<file path="src/rtl/mux_scan_n.sv">
// rtl/mux_scan_n.sv - N-channel W-bit registered multiplexer with auto-scan
//
// Forwards one of N parallel channels to a single registered output. In
// manual mode the channel comes from sel. In scan mode a dwell counter walks
// the channels 0..N-1 round-robin, holding each for dwell+1 cycles.
//
// Ports:
//   clk    - rising-edge clock
//   rst    - asynchronous active-high reset
//   in_bus - N*W packed channels, channel k at in_bus[k*W +: W]
//   sel    - manual channel select
//   en     - output enable (0 forces IDLE)
//   mode   - 0 = manual, 1 = scan
//   dwell  - scan hold length minus one
//   y      - registered selected data
//   ch     - index of the channel currently on y
//   valid  - y carries live channel data
//   wrap   - one-cycle pulse when the scan goes from N-1 back to 0
module mux_scan_n #(
  parameter int N       = 4,
  parameter int W       = 1,
  parameter int DWELL_W = 8,
  localparam int CW     = $clog2(N)
) (
  input  logic               clk,
  input  logic               rst,
  input  logic [N*W-1:0]     in_bus,
  input  logic [CW-1:0]      sel,
  input  logic               en,
  input  logic               mode,
  input  logic [DWELL_W-1:0] dwell,
  output logic [W-1:0]       y,
  output logic [CW-1:0]      ch,
  output logic               valid,
  output logic               wrap
);

  localparam logic [CW:0]   NUM_CH = (CW + 1)'(N);
  localparam logic [CW-1:0] LAST   = CW'(N - 1);

  typedef enum logic [1:0] {
    IDLE,
    MANUAL,
    SCAN
  } state_t;

  state_t             state, state_nx;
  logic [DWELL_W-1:0] cnt, cnt_nx, cnt_cur;
  logic [CW-1:0]      ch_nx;
  logic [W-1:0]       y_nx;
  logic               valid_nx, wrap_nx;

  // A scan entered from IDLE or MANUAL always begins with a fresh dwell, so
  // the first channel gets its full dwell+1 cycles regardless of stale cnt.
  assign cnt_cur = (state == SCAN) ? cnt : '0;

  always_comb begin
    state_nx = IDLE;
    ch_nx    = ch;
    y_nx     = '0;
    valid_nx = 1'b0;
    wrap_nx  = 1'b0;
    cnt_nx   = '0;

    if (en) begin
      state_nx = mode ? SCAN : MANUAL;
    end

    // Outputs follow the state being entered, giving one clock of latency
    // from en/mode/sel to y/ch/valid with no bubble on mode changes.
    unique case (state_nx)
      MANUAL: begin
        // sel beyond the last channel only exists when N is not a power of
        // two; it blanks the output and leaves ch where it was.
        if ({1'b0, sel} < NUM_CH) begin
          ch_nx    = sel;
          y_nx     = in_bus[sel*W +: W];
          valid_nx = 1'b1;
        end
      end
      SCAN: begin
        valid_nx = 1'b1;
        // >= so that lowering dwell below the running count advances at once.
        if (cnt_cur >= dwell) begin
          ch_nx   = (ch == LAST) ? '0 : ch + 1'b1;
          wrap_nx = (ch == LAST);
        end else begin
          ch_nx  = ch;
          cnt_nx = cnt_cur + 1'b1;
        end
        y_nx = in_bus[ch_nx*W +: W];
      end
      default: begin
      end
    endcase
  end

  always_ff @(posedge clk or posedge rst) begin
    if (rst) begin
      state <= IDLE;
      cnt   <= '0;
      ch    <= '0;
      y     <= '0;
      valid <= 1'b0;
      wrap  <= 1'b0;
    end else begin
      state <= state_nx;
      cnt   <= cnt_nx;
      ch    <= ch_nx;
      y     <= y_nx;
      valid <= valid_nx;
      wrap  <= wrap_nx;
    end
  end

endmodule

</file>
<file path="config.mk">
export PLATFORM = sky130hd
export DESIGN_NAME = mux_scan_n
export DESIGN_NICKNAME = d
export VERILOG_FILES = /design/src/rtl/mux_scan_n.sv
export SDC_FILE = /design/constraint.sdc
export NUM_CORES = 1
export LEC_CHECK = 0
export CAP_MARGIN = 20
export CORE_ASPECT_RATIO = 0.9
export CORE_MARGIN = 10
export CORE_UTILIZATION = 55
export CTS_BUF_LIST = sky130_fd_sc_hd__clkbuf_4 sky130_fd_sc_hd__clkbuf_8
export CTS_CLUSTER_DIAMETER = 60
export DETAILED_ROUTE_END_ITERATION = 7
export PLACE_DENSITY = 0.92
export SETUP_SLACK_MARGIN = 0.3
export SLEW_MARGIN = 20
export SYNTH_ARGS = -nofsm -noshare
export SYNTH_HDL_FRONTEND = slang
export SYNTH_SLANG_ARGS = --single-unit
</file>
<file path="constraint.sdc">
create_clock -name clk -period 7.9 [get_ports clk]
set_clock_uncertainty 0.1 [all_clocks]
set_input_delay 1.185 -clock clk [delete_from_list [all_inputs] [get_ports clk]]
set_output_delay 1.185 -clock clk [all_outputs]
set_load 0.02 [all_outputs]
</file>
==> impl_metrics.json <==
{
  "routed_wirelength_um": 2260,
  "maxSlewHeadroom": 0.630,
  "post_drt_wl_per_cell_um": 15.2,
  "initial_core_util": 0.588,
  "nets": 154,
  "place_ws_ns": 3.81,
  "synth-seq-cells": 15,
  "die_w_um": 64.9,
  "io_pins": 23,
  "cap_violations": 0,
  "yosysSeqAreaShare": 0.375,
  "grt_pass1_wl_um": 3680,
  "hpwl_um": 1890,
  "min_to": "cnt[7]",
  "p_int_mw": 0.117,
  "path_max_fanout": 5,
  "pwr-share-clk": 0.276,
  "fillCellCount": 128,
  "diodes": 0,
  "cp-end-kind": "register",
  "r2r_start": "state[0]",
  "p_leak_nw": 0.631,
  "powerDensity_mw_per_mm2": 127,
  "rsz0062_at_grt": "no",
  "num_rows": 14,
  "busiest_layer": "met2",
  "synth_top_area_cell": "dfrtp_1",
  "min_period_ns": 3.80,
  "dr.first_iter.drc_count": 35,
  "setup_viol": 0,
  "htreeDepth": 1,
  "slew_viol_final": 0,
  "worstPathRequired_ns": 7.98,
  "hp-start": "cnt[7]",
  "cp.arrival_ns": 3.88,
  "clock-root-buffer": "clkbuf_4",
  "criticalPathCategory": "primary input to register",
  "startpoint_type": "primary input",
  "drc": 0,
  "status": "finished clean",
  "detail-route-antenna-nets": 0,
  "dieArea_sq_mm": 0.00393,
  "grt_antenna_before_repair": 0,
  "synthArstFlopShare": 1.00,
  "netlist_top_cells_area": "dfrtp_1 38%, ha_1 13%, inv_1 4.9%",
  "seqPwrFrac": 0.509,
  "drive_gt1_frac": 0.120,
  "r2r_slack_ns": 4.53,
  "grt_max_degree": 16,
  "coreArea_sq_mm": 0.00170,
  "reg2reg_depth": 10,
  "grtUsageMet3": 0.0368,
  "hold_class": "register to register",
  "grt_pass1_vias": 793,
  "syn_nets": 128,
  "cts-resized-gates": 0,
  "hold_viol": 0,
  "worst_pin_slew_ns": 0.555,
  "multi_input_area_sq_um": 572,
  "vias": 803,
  "synth.most_common_cell": "dfrtp_1",
  "timing.fmax_mhz": 263,
  "whs_path_depth": 2,
  "r2r_end": "y",
  "synth_edf_count": 0,
  "timing.final.ws_setup_ns": 4.10,
  "cts_hold_buf": 0,
  "setup-tns-final_ns": 0,
  "synthFlopType": "dfrtp_1",
  "netlist_area_sq_um": 1000,
  "path_clk_slew_ns": 0.09,
  "vdd_drop_max_v": 0.000137,
  "yosysTopAreaCellShare": 0.375,
  "switching_power_mw": 0.0443,
  "final-seq-area_sq_um": 375,
  "cts_tree": "done",
  "track_usage": 0.119,
  "gp_congestion": 0.945,
  "insertion_delay_ns": 0.29,
  "ys.warnings.count": 0,
  "period_share": 0.481,
  "cts.sinks": 15,
  "synthCells": 100,
  "synthDistinctLibCells": 30,
  "p_sw_frac": 0.274,
  "grt_overflow_total": 0,
  "met1_usage": 0.137,
  "numCtsBuffers": 3,
  "drt_pre_antenna_iters": 4,
  "use_met2": 0.201,
  "pwr-share-comb": 0.215,
  "postCtsSetupBuffers": 0,
  "via_per_inst": 5.39,
  "ys_top_cells_by_count": "15 x dfrtp_1, 13 x inv_1, 10 x ha_1, 9 x nand2_1",
  "cts_max_path_buffers": 2,
  "crit_path_start": "dwell[1]",
  "syn_area_per_cell_sq_um": 10.0,
  "syn_to_final_growth_pct": 27.4,
  "die_h_um": 60.4,
  "io_buffers": 22
}
## registers in the layout (all words and copies together), names as in the netlist
register,count
ch,2
cnt,8
state,2
valid,1
wrap,1
y,1
## cell families (layout without fill, tap and decap cells)
logic type,count (synthesis),count (layout),share of synthesized area
simple gates,40,40,0.219
flops,15,15,0.375
compound gates,14,14,0.153
buf+inv,14,39,0.0526
fa+ha+maj,10,10,0.125
xor+xnor,6,6,0.0526
mux,1,1,0.0225
## cells in the final DEF (no fill, tap or decap), types with 3 or more instances in the layout
master and instances:
and2_1 7, dfrtp_1 15, xnor2_1 4, nand3_1 5, nand2_1 9, nor2_1 7
clkdlybuf4s50_1 22, ha_1 10, inv_1 13, and3_2 3, nor2b_1 3, clkbuf_4 3
## metal layers
layer / share of wire / vias up
li1: - / 394
met1: 0.39 / 377
met2: 0.53 / 24
met3: 0.048 / 8
met4: 0.029 / 0
met5: 0 / -
## cell type report
type / count / area share
multi-input cells: 71 / 0.449
flip-flops and latches: 15 / 0.295
repair buffers: 22 / 0.173
inverters: 13 / 0.0383
well taps: 24 / 0.0236
clock buffers: 3 / 0.0177
clock inverters: 1 / 0.00393
## worst max path at each step
stage | cells past startpoint | slack (ns) | to
after floorplan | 9 | 4.46 | y
after detailed placement | 10 | 3.81 | y
final | 10 | 4.10 | y
after global placement | 10 | 3.93 | y
after CTS | 10 | 4.12 | y
after global routing | 10 | 4.05 | y
## critical path: stages
cell and delay [ns]:
clkdlybuf4s50_1 0.48, inv_1 0.05, ha_1 0.30, nor2b_4 0.14
o211a_4 0.23, o311ai_4 0.35, a21oi_1 0.16, a311oi_2 0.30
mux4_2 0.52, and2_1 0.18
## power groups by stage
stage / sequential (mW) / clock (mW) / combinational, mW
after global placement: 0.0837 / 0 / 0.0335
after detailed placement: 0.0839 / 0 / 0.0349
after global routing: 0.0830 / 0.0481 / 0.0376
final: 0.0823 / 0.0446 / 0.0347
after floorplan: 0.0863 / 0 / 0.0147
after CTS: 0.0823 / 0.0456 / 0.0351
## metrics by stage
stage	power [mW]	std cells	hold WS [ns]	util	instance area [sq um]
2_1_floorplan	0.101	100	0.397	-	1000
3_3_place_gp	0.117	145	0.418	0.733	1250
3_5_place_dp	0.119	145	0.442	0.733	1250
4_1_cts	0.163	149	0.464	0.750	1270
5_1_grt	0.169	149	0.501	0.750	1270
6_report	0.162	149	0.451	0.750	1270
No activity file was read; power rests on OpenSTA's default activity.
